--- config.mk ---
export PLATFORM = sky130hd
export DESIGN_NAME = alu_control_seq
export DESIGN_NICKNAME = d
export VERILOG_FILES = /design/src/rtl/alu_control_pkg.sv /design/src/rtl/alu_control_decode.sv /design/src/rtl/alu_control_seq.sv
export SDC_FILE = /design/constraint.sdc
export NUM_CORES = 1
export LEC_CHECK = 0
export ABC_AREA = 1
export CORE_ASPECT_RATIO = 1.5
export CORE_MARGIN = 2
export CORE_UTILIZATION = 53
export DETAILED_ROUTE_END_ITERATION = 7
export PLACE_DENSITY = 0.84
export REMOVE_ABC_BUFFERS = 1
export SLEW_MARGIN = 25
export SYNTH_ARGS = -nofsm -noshare
export SYNTH_HDL_FRONTEND = slang
export SYNTH_SLANG_ARGS = --single-unit
export TNS_END_PERCENT = 100
--- constraint.sdc ---
create_clock -name clk -period 3.77 [get_ports clk]
set_input_delay 0.377 -clock clk [delete_from_list [all_inputs] [get_ports clk]]
set_output_delay 0.377 -clock clk [all_outputs]
set_load 0.03 [all_outputs]
--- src/rtl/alu_control_pkg.sv ---
// alu_control_pkg: shared ALU control encodings, funct codes, alu_op classes and FSM state type.
package alu_control_pkg;

    localparam logic [3:0] CTRL_AND = 4'b0000;
    localparam logic [3:0] CTRL_OR  = 4'b0001;
    localparam logic [3:0] CTRL_ADD = 4'b0010;
    localparam logic [3:0] CTRL_SUB = 4'b0110;
    localparam logic [3:0] CTRL_SLT = 4'b0111;
    localparam logic [3:0] CTRL_NOR = 4'b1100;
    localparam logic [3:0] CTRL_XOR = 4'b1101;
    localparam logic [3:0] CTRL_SLL = 4'b1000;
    localparam logic [3:0] CTRL_SRL = 4'b1001;
    localparam logic [3:0] CTRL_SRA = 4'b1010;

    localparam logic [5:0] FUNCT_ADD  = 6'b100000;
    localparam logic [5:0] FUNCT_ADDU = 6'b100001;
    localparam logic [5:0] FUNCT_SUB  = 6'b100010;
    localparam logic [5:0] FUNCT_SUBU = 6'b100011;
    localparam logic [5:0] FUNCT_AND  = 6'b100100;
    localparam logic [5:0] FUNCT_OR   = 6'b100101;
    localparam logic [5:0] FUNCT_XOR  = 6'b100110;
    localparam logic [5:0] FUNCT_NOR  = 6'b100111;
    localparam logic [5:0] FUNCT_SLT  = 6'b101010;
    localparam logic [5:0] FUNCT_SLL  = 6'b000000;
    localparam logic [5:0] FUNCT_SRL  = 6'b000010;
    localparam logic [5:0] FUNCT_SRA  = 6'b000011;

    localparam logic [2:0] ALUOP_MEM   = 3'b000;
    localparam logic [2:0] ALUOP_BR    = 3'b001;
    localparam logic [2:0] ALUOP_RTYPE = 3'b010;
    localparam logic [2:0] ALUOP_ANDI  = 3'b011;
    localparam logic [2:0] ALUOP_ORI   = 3'b100;
    localparam logic [2:0] ALUOP_SLTI  = 3'b101;
    localparam logic [2:0] ALUOP_XORI  = 3'b110;

    typedef enum logic [1:0] {IDLE, DECODE, DONE} state_t;

endpackage

--- src/rtl/alu_control_decode.sv ---
// alu_control_decode: combinational funct/alu_op decode to an ALU control word plus error flags.
// Shift functs (sll/srl/sra) are legal only when SHIFT_OPS_EN is defined.
module alu_control_decode
    import alu_control_pkg::*;
#(
    parameter int ALU_OP_WIDTH = 3
) (
    input  logic [5:0]              func,
    input  logic [ALU_OP_WIDTH-1:0] alu_op,
    output logic [3:0]              ctrl,
    output logic                    err_func,
    output logic                    err_op
);

    // The all-ones op code is the illegal class at either width.
    localparam logic [2:0] OP_ILL = 3'((1 << ALU_OP_WIDTH) - 1);

    logic [2:0] op;
    logic [3:0] fctrl;
    logic       fbad;

    assign op = 3'(alu_op);

    always_comb begin
        fbad  = 1'b0;
        fctrl = CTRL_ADD;
        case (func)
            FUNCT_ADD, FUNCT_ADDU: fctrl = CTRL_ADD;
            FUNCT_SUB, FUNCT_SUBU: fctrl = CTRL_SUB;
            FUNCT_AND:             fctrl = CTRL_AND;
            FUNCT_OR:              fctrl = CTRL_OR;
            FUNCT_XOR:             fctrl = CTRL_XOR;
            FUNCT_NOR:             fctrl = CTRL_NOR;
            FUNCT_SLT:             fctrl = CTRL_SLT;
`ifdef SHIFT_OPS_EN
            FUNCT_SLL:             fctrl = CTRL_SLL;
            FUNCT_SRL:             fctrl = CTRL_SRL;
            FUNCT_SRA:             fctrl = CTRL_SRA;
`endif
            default:               fbad  = 1'b1;
        endcase
    end

    always_comb begin
        err_op   = op == OP_ILL;
        err_func = !err_op && op == ALUOP_RTYPE && fbad;
        case (op)
            ALUOP_MEM:   ctrl = CTRL_ADD;
            ALUOP_BR:    ctrl = CTRL_SUB;
            ALUOP_RTYPE: ctrl = fctrl;
            ALUOP_ANDI:  ctrl = CTRL_AND;
            ALUOP_ORI:   ctrl = CTRL_OR;
            ALUOP_SLTI:  ctrl = CTRL_SLT;
            ALUOP_XORI:  ctrl = CTRL_XOR;
            default:     ctrl = CTRL_ADD;
        endcase
    end

endmodule

--- src/rtl/alu_control_seq.sv ---
// alu_control_seq: registered ALU control decoder (IDLE/DECODE/DONE) with error flags and saturating error count.
// Optional shift functs via SHIFT_OPS_EN (handled in alu_control_decode).
module alu_control_seq
    import alu_control_pkg::*;
#(
    parameter int         ALU_OP_WIDTH  = 3,
    parameter int         ERR_CNT_WIDTH = 8,
    parameter logic [3:0] CTRL_DEFAULT  = 4'b0010
) (
    input  logic                     clk,
    input  logic                     rst,
    input  logic                     start,
    input  logic [5:0]               func,
    input  logic [ALU_OP_WIDTH-1:0]  alu_op,
    output logic                     busy,
    output logic                     finish,
    output logic [3:0]               alu_control,
    output logic                     err_illegal_func_code,
    output logic                     err_illegal_alu_op,
    output logic [ERR_CNT_WIDTH-1:0] err_count
);

    state_t                   state_q;
    logic [5:0]               func_q;
    logic [ALU_OP_WIDTH-1:0]  op_q;
    logic                     busy_q, finish_q, err_func_q, err_op_q;
    logic [3:0]               ctrl_q, ctrl_raw, ctrl_d;
    logic                     err_func_d, err_op_d, err_any;
    logic [ERR_CNT_WIDTH-1:0] cnt_q, cnt_d;

    alu_control_decode #(.ALU_OP_WIDTH(ALU_OP_WIDTH)) u_decode (
        .func     (func_q),
        .alu_op   (op_q),
        .ctrl     (ctrl_raw),
        .err_func (err_func_d),
        .err_op   (err_op_d)
    );

    always_comb begin
        err_any = err_func_d | err_op_d;
        ctrl_d  = err_any ? CTRL_DEFAULT : ctrl_raw;
        cnt_d   = (err_any && !(&cnt_q)) ? cnt_q + 1'b1 : cnt_q;
    end

    always_ff @(posedge clk) begin
        if (rst) begin
            state_q    <= IDLE;
            func_q     <= '0;
            op_q       <= '0;
            busy_q     <= 1'b0;
            finish_q   <= 1'b0;
            ctrl_q     <= CTRL_DEFAULT;
            err_func_q <= 1'b0;
            err_op_q   <= 1'b0;
            cnt_q      <= '0;
        end else begin
            finish_q <= 1'b0;
            case (state_q)
                IDLE, DONE: begin
                    if (start) begin
                        func_q <= func;
                        op_q   <= alu_op;
                    end
                    state_q <= start ? DECODE : IDLE;
                    busy_q  <= start;
                end
                DECODE: begin
                    ctrl_q     <= ctrl_d;
                    err_func_q <= err_func_d;
                    err_op_q   <= err_op_d;
                    cnt_q      <= cnt_d;
                    finish_q   <= 1'b1;
                    state_q    <= DONE;
                end
                default: begin
                    state_q <= IDLE;
                    busy_q  <= 1'b0;
                end
            endcase
        end
    end

    assign busy                  = busy_q;
    assign finish                = finish_q;
    assign alu_control           = ctrl_q;
    assign err_illegal_func_code = err_func_q;
    assign err_illegal_alu_op    = err_op_q;
    assign err_count             = cnt_q;

endmodule

### Word-level counts from Yosys, hierarchy flattened

Cells that the tools add are included.
W data, S select, Z words.

* latch bits: 0
* register bits after elaboration: 27
* memories kept: 0
* bits in read-only memories: 0
* logic and storage cells: 49
* input port bits: 12
* bits in writable memories: 0

* div/mod/pow operators: 0
* multiply operators: 0
* eq/ne operators: 18
* shift-type cells: 0
* reductions and logical operators: 12
* add/subtract/negate cells: 1
* bitwise logic cells: 1
* multiplexer cells: 8
* order comparisons: 0

Operators by type and width (number)
* $eq A6 B6 Y1 const B: 9
* $pmux W4 S6: 2
* $eq A3 B3 Y1 const B: 4
* $reduce_or A9 Y1: 1
* $add A8 B1 Y8 const B: 1
* $reduce_and A8 Y1: 1
* $eq A3 B2 Y1 const B: 2
* $mux W4: 1
* $pmux W2 S2: 1
* $reduce_and A2 Y1: 2
* $reduce_or A2 Y1: 2
* $eq A3 B1 Y1 const B: 1
* $logic_and A1 B1 Y1: 3
* $mux W1: 3
* $eq A2 B1 Y1 const B: 1
* $eq A2 B2 Y1 const B: 1
* $logic_not A1 Y1: 2
* $logic_not A2 Y1: 1
* $pmux W1 S2: 1
* $or A1 B1 Y1: 1

### Depth between registers and ports, before layout

Gate-level depths: netlist of run 1.

* depth in word-level cells: 7
* gate-level depth with buffers: 9
* gate-level depth less buffers: 9

### Modules after synthesis

From an unflattened synthesis of run 1, not the netlist that was laid out.

* cells, all modules: 192
* area, all modules: 1325.0 um^2

By module, submodules not included
* alu_control_seq: times used 1, area each 1127.3 um^2, cells each 150
* alu_control_decode: times used 1, area each 197.7 um^2, cells each 42

### Worst setup path after synthesis of run 1

OpenSTA, ideal clock, no wires.

* kind: register to register
* start: reg cnt_q[0] (netlist: err_count[0])
* end: reg cnt_q[5] (netlist: err_count[5])
* setup slack: 2284 ps
* required time: 3700 ps
* data arrival time: 1416 ps
* library setup time: 70 ps
* path buffers: 0
* cell stages (with the launch flop): 8
* cell sequence: dfxtp_1 -> ha_1 -> inv_1 -> nor2_1 -> a21oi_4 -> nand2_4 -> nand2_1 -> a21oi_1

* word-level cells in the longest chain between the ends: 4

Ends and longest elaborated chain
* start: declaration: line alu_control_seq.sv:29 `logic [ERR_CNT_WIDTH-1:0] cnt_q, cnt_d;`
* start signal: assignment: line alu_control_seq.sv:71 `cnt_q <= cnt_d;`
* parallel branches: the longest is 4 deep, another holds $add A8 B1 Y8

Parallel ways; which one is timed is not known.
A chain may end at the register's enable or synchronous reset.

### Worst setup path in the final report of run 1

* start: reg cnt_q[5] (netlist: err_count[5])
* end: out err_count[5]

RTL lines
* end: declaration: line alu_control_seq.sv:20 `output logic [ERR_CNT_WIDTH-1:0] err_count`

No word-level cell between the ends.

==> results of run 1 <==
cell type report:
cell class                      instances  share of cell area (%)
Inverter                               19                    4.68
Clock buffer                            4                    2.30
Multi-Input combinational cell        126                    41.0
Timing Repair Buffer                   27                    17.1
Sequential cell                        26                    33.0
Tap cell                               23                    1.83
synthesized netlist by cell type (all sizes together):
library cell / number / area share, %
o211ai: 1 / 0.60
nand4: 3 / 1.5
dfxtp: 26 / 42
nand3b: 1 / 0.60
nand3: 20 / 8.4
inv: 18 / 5.6
xnor2: 1 / 0.70
xor2: 2 / 1.4
clkbuf: 3 / 0.90
nor2: 20 / 8.1
ha: 1 / 1.0
o21ai: 13 / 5.2
clkinv: 1 / 0.30
a21oi: 25 / 11
nand2: 39 / 13
kinds of logic after synthesis:
group / synth area share (%)
xor gates and xnor gates: 2.10
buffers and inverters: 6.79
and+or+nand+nor: 31.9
DFF: 41.6
adders and majority gates: 0.999
AOI/OAI and AO/OA: 16.7
cell usage in the layout, fill, tap and decap left out, drive strengths merged:
| cell type | Yosys | layout |
|---|---|---|
| nor2 | 20 | 20 |
| clkdlybuf4s50 | 0 | 27 |
| nand4 | 3 | 3 |
| o21ai | 13 | 13 |
| nand2 | 39 | 39 |
| dfxtp | 26 | 26 |
| nand3 | 20 | 20 |
| xor2 | 2 | 2 |
| a21oi | 25 | 25 |
| xnor2 | 1 | 1 |
| ha | 1 | 1 |
| clkbuf | 3 | 4 |
| clkinv | 1 | 1 |
| o211ai | 1 | 1 |
| nand3b | 1 | 1 |
| inv | 18 | 18 |
through the flow:
| step | total power (W) | setup slack (ns) | instance area, um2 |
|---|---|---|---|
| after global placement | 0.000381 | 1.97 | 1540 |
| after CTS | 0.000523 | 1.89 | 1580 |
| after global routing | 0.000549 | 1.81 | 1580 |
| after detailed placement | 0.000384 | 1.94 | 1540 |
| after floorplan | 0.000351 | 2.28 | 1240 |
| final | 0.000526 | 1.88 | 1580 |
power breakdown:
part	leakage, nW	switching [W]	internal, W	total, W
Clock	0.0210	0.0000871	0.0000592	0.000146
Combinational	0.389	0.0000497	0.0000322	0.0000818
Sequential	0.213	0.0000109	0.000287	0.000298
path summary, 6_finish.rpt:
| path | from | endpoint | slack (ns) | depth (start not counted) |
|---|---|---|---|---|
| setup reg to reg | err_count[0] | err_count[5] | 2.31 | 7 |
| setup / recovery | err_count[5] | err_count[5] | 1.88 | 1 |
| hold reg to reg | func_q[4] | func_q[4] | 0.46 | 2 |
| hold / removal | func_q[4] | func_q[4] | 0.46 | 2 |
flip-flops by register name, summed over array words and instances, names as in the netlist:
register	cells
err_count	8
func_q	6
alu_control	4
op_q	3
state_q	2
busy	1
err_illegal_alu_op	1
err_illegal_func_code	1
routing by layer:
layer  GRT usage [%]  part of all wire (%)  routed length (um)  up-vias
li1                -                     -                   -      627
met1            25.2                    38                1110      597
met2            43.6                    55                1610       42
met3            4.01                   4.5                 131        6
met4            14.4                   2.2                  64        0
met5               0                     0                   0        -
==> results.yml, run 1 <==
placed_design:
  portBuffers: 27
  post-dp-hpwl_mm: 2.14
  globalplace.congestion: 0.903
  place_inst: 221
synth:
  synth_seq_cells: 26
  synthDistinctLibCells: 23
  ys_warn_count: 0
  avgSynthCellArea_um2: 7.20
  synth_cells: 174
  syn_area_um2: 1250
  yosysSeqAreaShare_pct: 41.6
final_layout:
  fillers: 192
  antenna_cells: 0
  multiInputGateArea_um2: 647
  finalCoreUtilization_pct: 70.6
  area_growth_pct: 25.9
  drive_gt1_share_pct: 9.90
  finalNetCount: 216
  stdcell_count: 225
  seq_area_um2: 520
setup_path:
  critPathKind: "reg2out"
  crit_family: "buffers and inverters"
  crit_chain: "clkdlybuf4s50_1"
  start_kind: "register"
  cp-end-kind: "output pin"
  slowest_delay_ns: 0.71
  arrival_ns: 1.51
  cp_max_fo: 7
  cp_slowest_cell: "clkdlybuf4s50_1"
  crit_required_ns: 3.39
  path_buf_inv: 1
global_routing:
  grt_max_degree: 20
  overflow: 0
  grt.total_usage_pct: 24.4
  first_global_vias: 1280
  antenna_found_initial: 0
  grt_pass1_wl_mm: 5.22
cts:
  cts_sinks: 26
  post-cts-setup-buffer-count: 0
  clk_pin_slew_worst_paths_ns: 0.13
  cts_hold_buf: 0
  cts_tree: "built"
  cts_max_level: 1
  post_cts_resized: 0
  worstSkewPairLatency_ns: 0.34
  cts_made_buffers: 3
  cts_max_path_buffers: 2
  cts_root_buffer: "clkbuf_4"
floorplan:
  core_um2: 2230
  io_pins: 28
  die_area_um2: 2780
  initial_utilization_pct: 56.1
  chipWidth_um: 43.7
  die_h_um: 63.5
  rows: 21
routing:
  ant_nets: 0
  viasPerCell: 5.65
  drt-wirelength-per-cell_um: 13.0
  firstDrtPassIters: 4
  routed_wl_mm: 2.92
  drc: 0
  num_vias: 1272
  drt_iter0_drc: 42
power:
  p_per_area_nw_per_um2: 334
  p_leak_nw: 0.623
  ir_drop_mv: 0.283
sta:
  min_period_ns: 1.89
  fin_tns_setup_ns: 0
  rsz0062_at_grt: "false"
  fmax_mhz: 530
  worst_pin_slew_ns: 0.520
  setup_viol: 0
  finalCritPeriodShare_pct: 50.0
  hold_violations: 0
  skew_ns: 0.0142
  slew_headroom_pct: 65.2
  slew_violations: 0
  hold_ws_ns: 0.464
hold_path:
  min_path_type: "reg2reg"
flow_run:
  drv_cap: 0
outcome:
  outcome: "finished, final reports clean"
No activity file was read; power rests on OpenSTA's default activity.
==> inputs of run 2 (changes only) <==
- CORE_UTILIZATION: 53 -> 44
- PLACE_DENSITY: 0.84 -> 0.75
- clock period: 3.77 -> 1.6 ns (I/O delays scaled with it)
==> results.yml, run 2 (same netlist as run 1, synthesis figures left out) <==
outcome:
  outcome: "finished, final reports clean"
setup_path:
  crit_family: "buffers and inverters"
  start_kind: "register"
  cp_max_fo: 2
  arrival_ns: 1.41
  critPathKind: "reg2out"
  path_buf_inv: 1
  cp-end-kind: "output pin"
  crit_chain: "clkdlybuf4s50_1"
  cp_slowest_cell: "clkdlybuf4s50_1"
  slowest_delay_ns: 0.71
  crit_required_ns: 1.44
routing:
  ant_nets: 0
  drc: 0
  viasPerCell: 5.03
  drt-wirelength-per-cell_um: 11.4
  routed_wl_mm: 2.72
  firstDrtPassIters: 4
  drt_iter0_drc: 21
  num_vias: 1201
sta:
  slew_headroom_pct: 66.6
  setup_viol: 0
  fin_tns_setup_ns: 0
  finalCritPeriodShare_pct: 98.2
  fmax_mhz: 636
  slew_violations: 0
  worst_pin_slew_ns: 0.500
  skew_ns: 0.00563
  min_period_ns: 1.57
  rsz0062_at_grt: "false"
  hold_violations: 0
floorplan:
  die_area_um2: 3300
  initial_utilization_pct: 46.3
  io_pins: 28
  chipWidth_um: 47.6
  die_h_um: 69.3
  rows: 23
  core_um2: 2710
placed_design:
  portBuffers: 27
  globalplace.congestion: 0.902
  post-dp-hpwl_mm: 2.16
cts:
  cts_max_level: 1
  cts_tree: "built"
  cts_hold_buf: 0
  post_cts_resized: 0
  worstSkewPairLatency_ns: 0.27
  cts_sinks: 26
  post-cts-setup-buffer-count: 0
  cts_made_buffers: 3
  cts_root_buffer: "clkbuf_8"
  cts_max_path_buffers: 2
  clk_pin_slew_worst_paths_ns: 0.08
final_layout:
  drive_gt1_share_pct: 9.90
  fillers: 286
  finalNetCount: 217
  layout_common_cells: "nand2_1 (35), dfxtp_1 (26), a21oi_1 (24), clkdlybuf4s50_1 (24), nand3_1 (19)"
  largest_register_ffs: 8
  final_common_cell: "nand2_1"
  antenna_cells: 0
  finalCoreUtilization_pct: 59.7
  area_growth_pct: 28.9
global_routing:
  grt.total_usage_pct: 17.9
  grt_pass1_wl_mm: 4.42
  overflow: 0
  first_global_vias: 1127
  antenna_found_initial: 0
  grt_max_degree: 20
power:
  ir_drop_mv: 0.638
  p_total_w: 0.00124
  p_per_area_nw_per_um2: 770
  p_leak_nw: 0.684
hold_path:
  min_path_type: "reg2reg"
flow_run:
  drv_cap: 0
## run 2: changes by cell type in the layout (fill, tap and decap cells not counted), sizes merged
cell,delta
clkdlybuf4s50,-3
buf,+1
dlymetal6s2s,+3
clkbuf,-1
## run 2: path summary, 6_finish.rpt
| kind | to | from | cells after the start | slack, ns |
|---|---|---|---|---|
| min | func_q[4] | func_q[4] | 2 | 0.45 |
| min reg2reg | func_q[4] | func_q[4] | 2 | 0.45 |
| max reg2reg | err_count[5] | err_count[0] | 7 | 0.16 |
| max | finish | state_q[1] | 1 | 0.03 |
## run 2: metal layers
layer  track usage (%)  share of wire [%]  vias up  routed length, um
met5                 0                  0        -                  0
met4              5.41                1.3        0                 36
met3              3.13                4.1        5                111
met2              34.7                 57       28               1560
met1              17.3                 37      535               1010
li1                  -                  -      633                  -
## run 2: metrics by stage
stage                     instances  cell area [um2]  hold slack, ns  worst slack, ns
after floorplan                 171             1240           0.229            0.115
after global placement          236             1570           0.442            0.233
after detailed placement        236             1570           0.447            0.184
after CTS                       239             1610           0.458           0.0181
after global routing            239             1610           0.480          0.00753
final                           239             1610           0.454           0.0289
## run 2: worst min-delay path: cells and delay by family, from the launching register on
kind,cells,cell delay [ns]
buffers and inverters,1,0.05
AOI/OAI and AO/OA,1,0.05
DFF,1,0.31
## run 2: cell type report
type	count	area [um2]	share of cell area [%]
inverter	19	73.8	4.57
timing repair buffer	28	285	17.7
multi-input combinational	126	647	40.1
tap	37	46.3	2.87
sequential	26	520	32.2
clock buffer	3	41.3	2.56
## run 2: power by group
part / switching (W) / internal [W] / total (W)
registers: 0.0000249 / 0.000676 / 0.000701
clock network: 0.000183 / 0.000168 / 0.000352
logic: 0.000112 / 0.0000773 / 0.000189
total: 0.000321 / 0.000922 / 0.00124
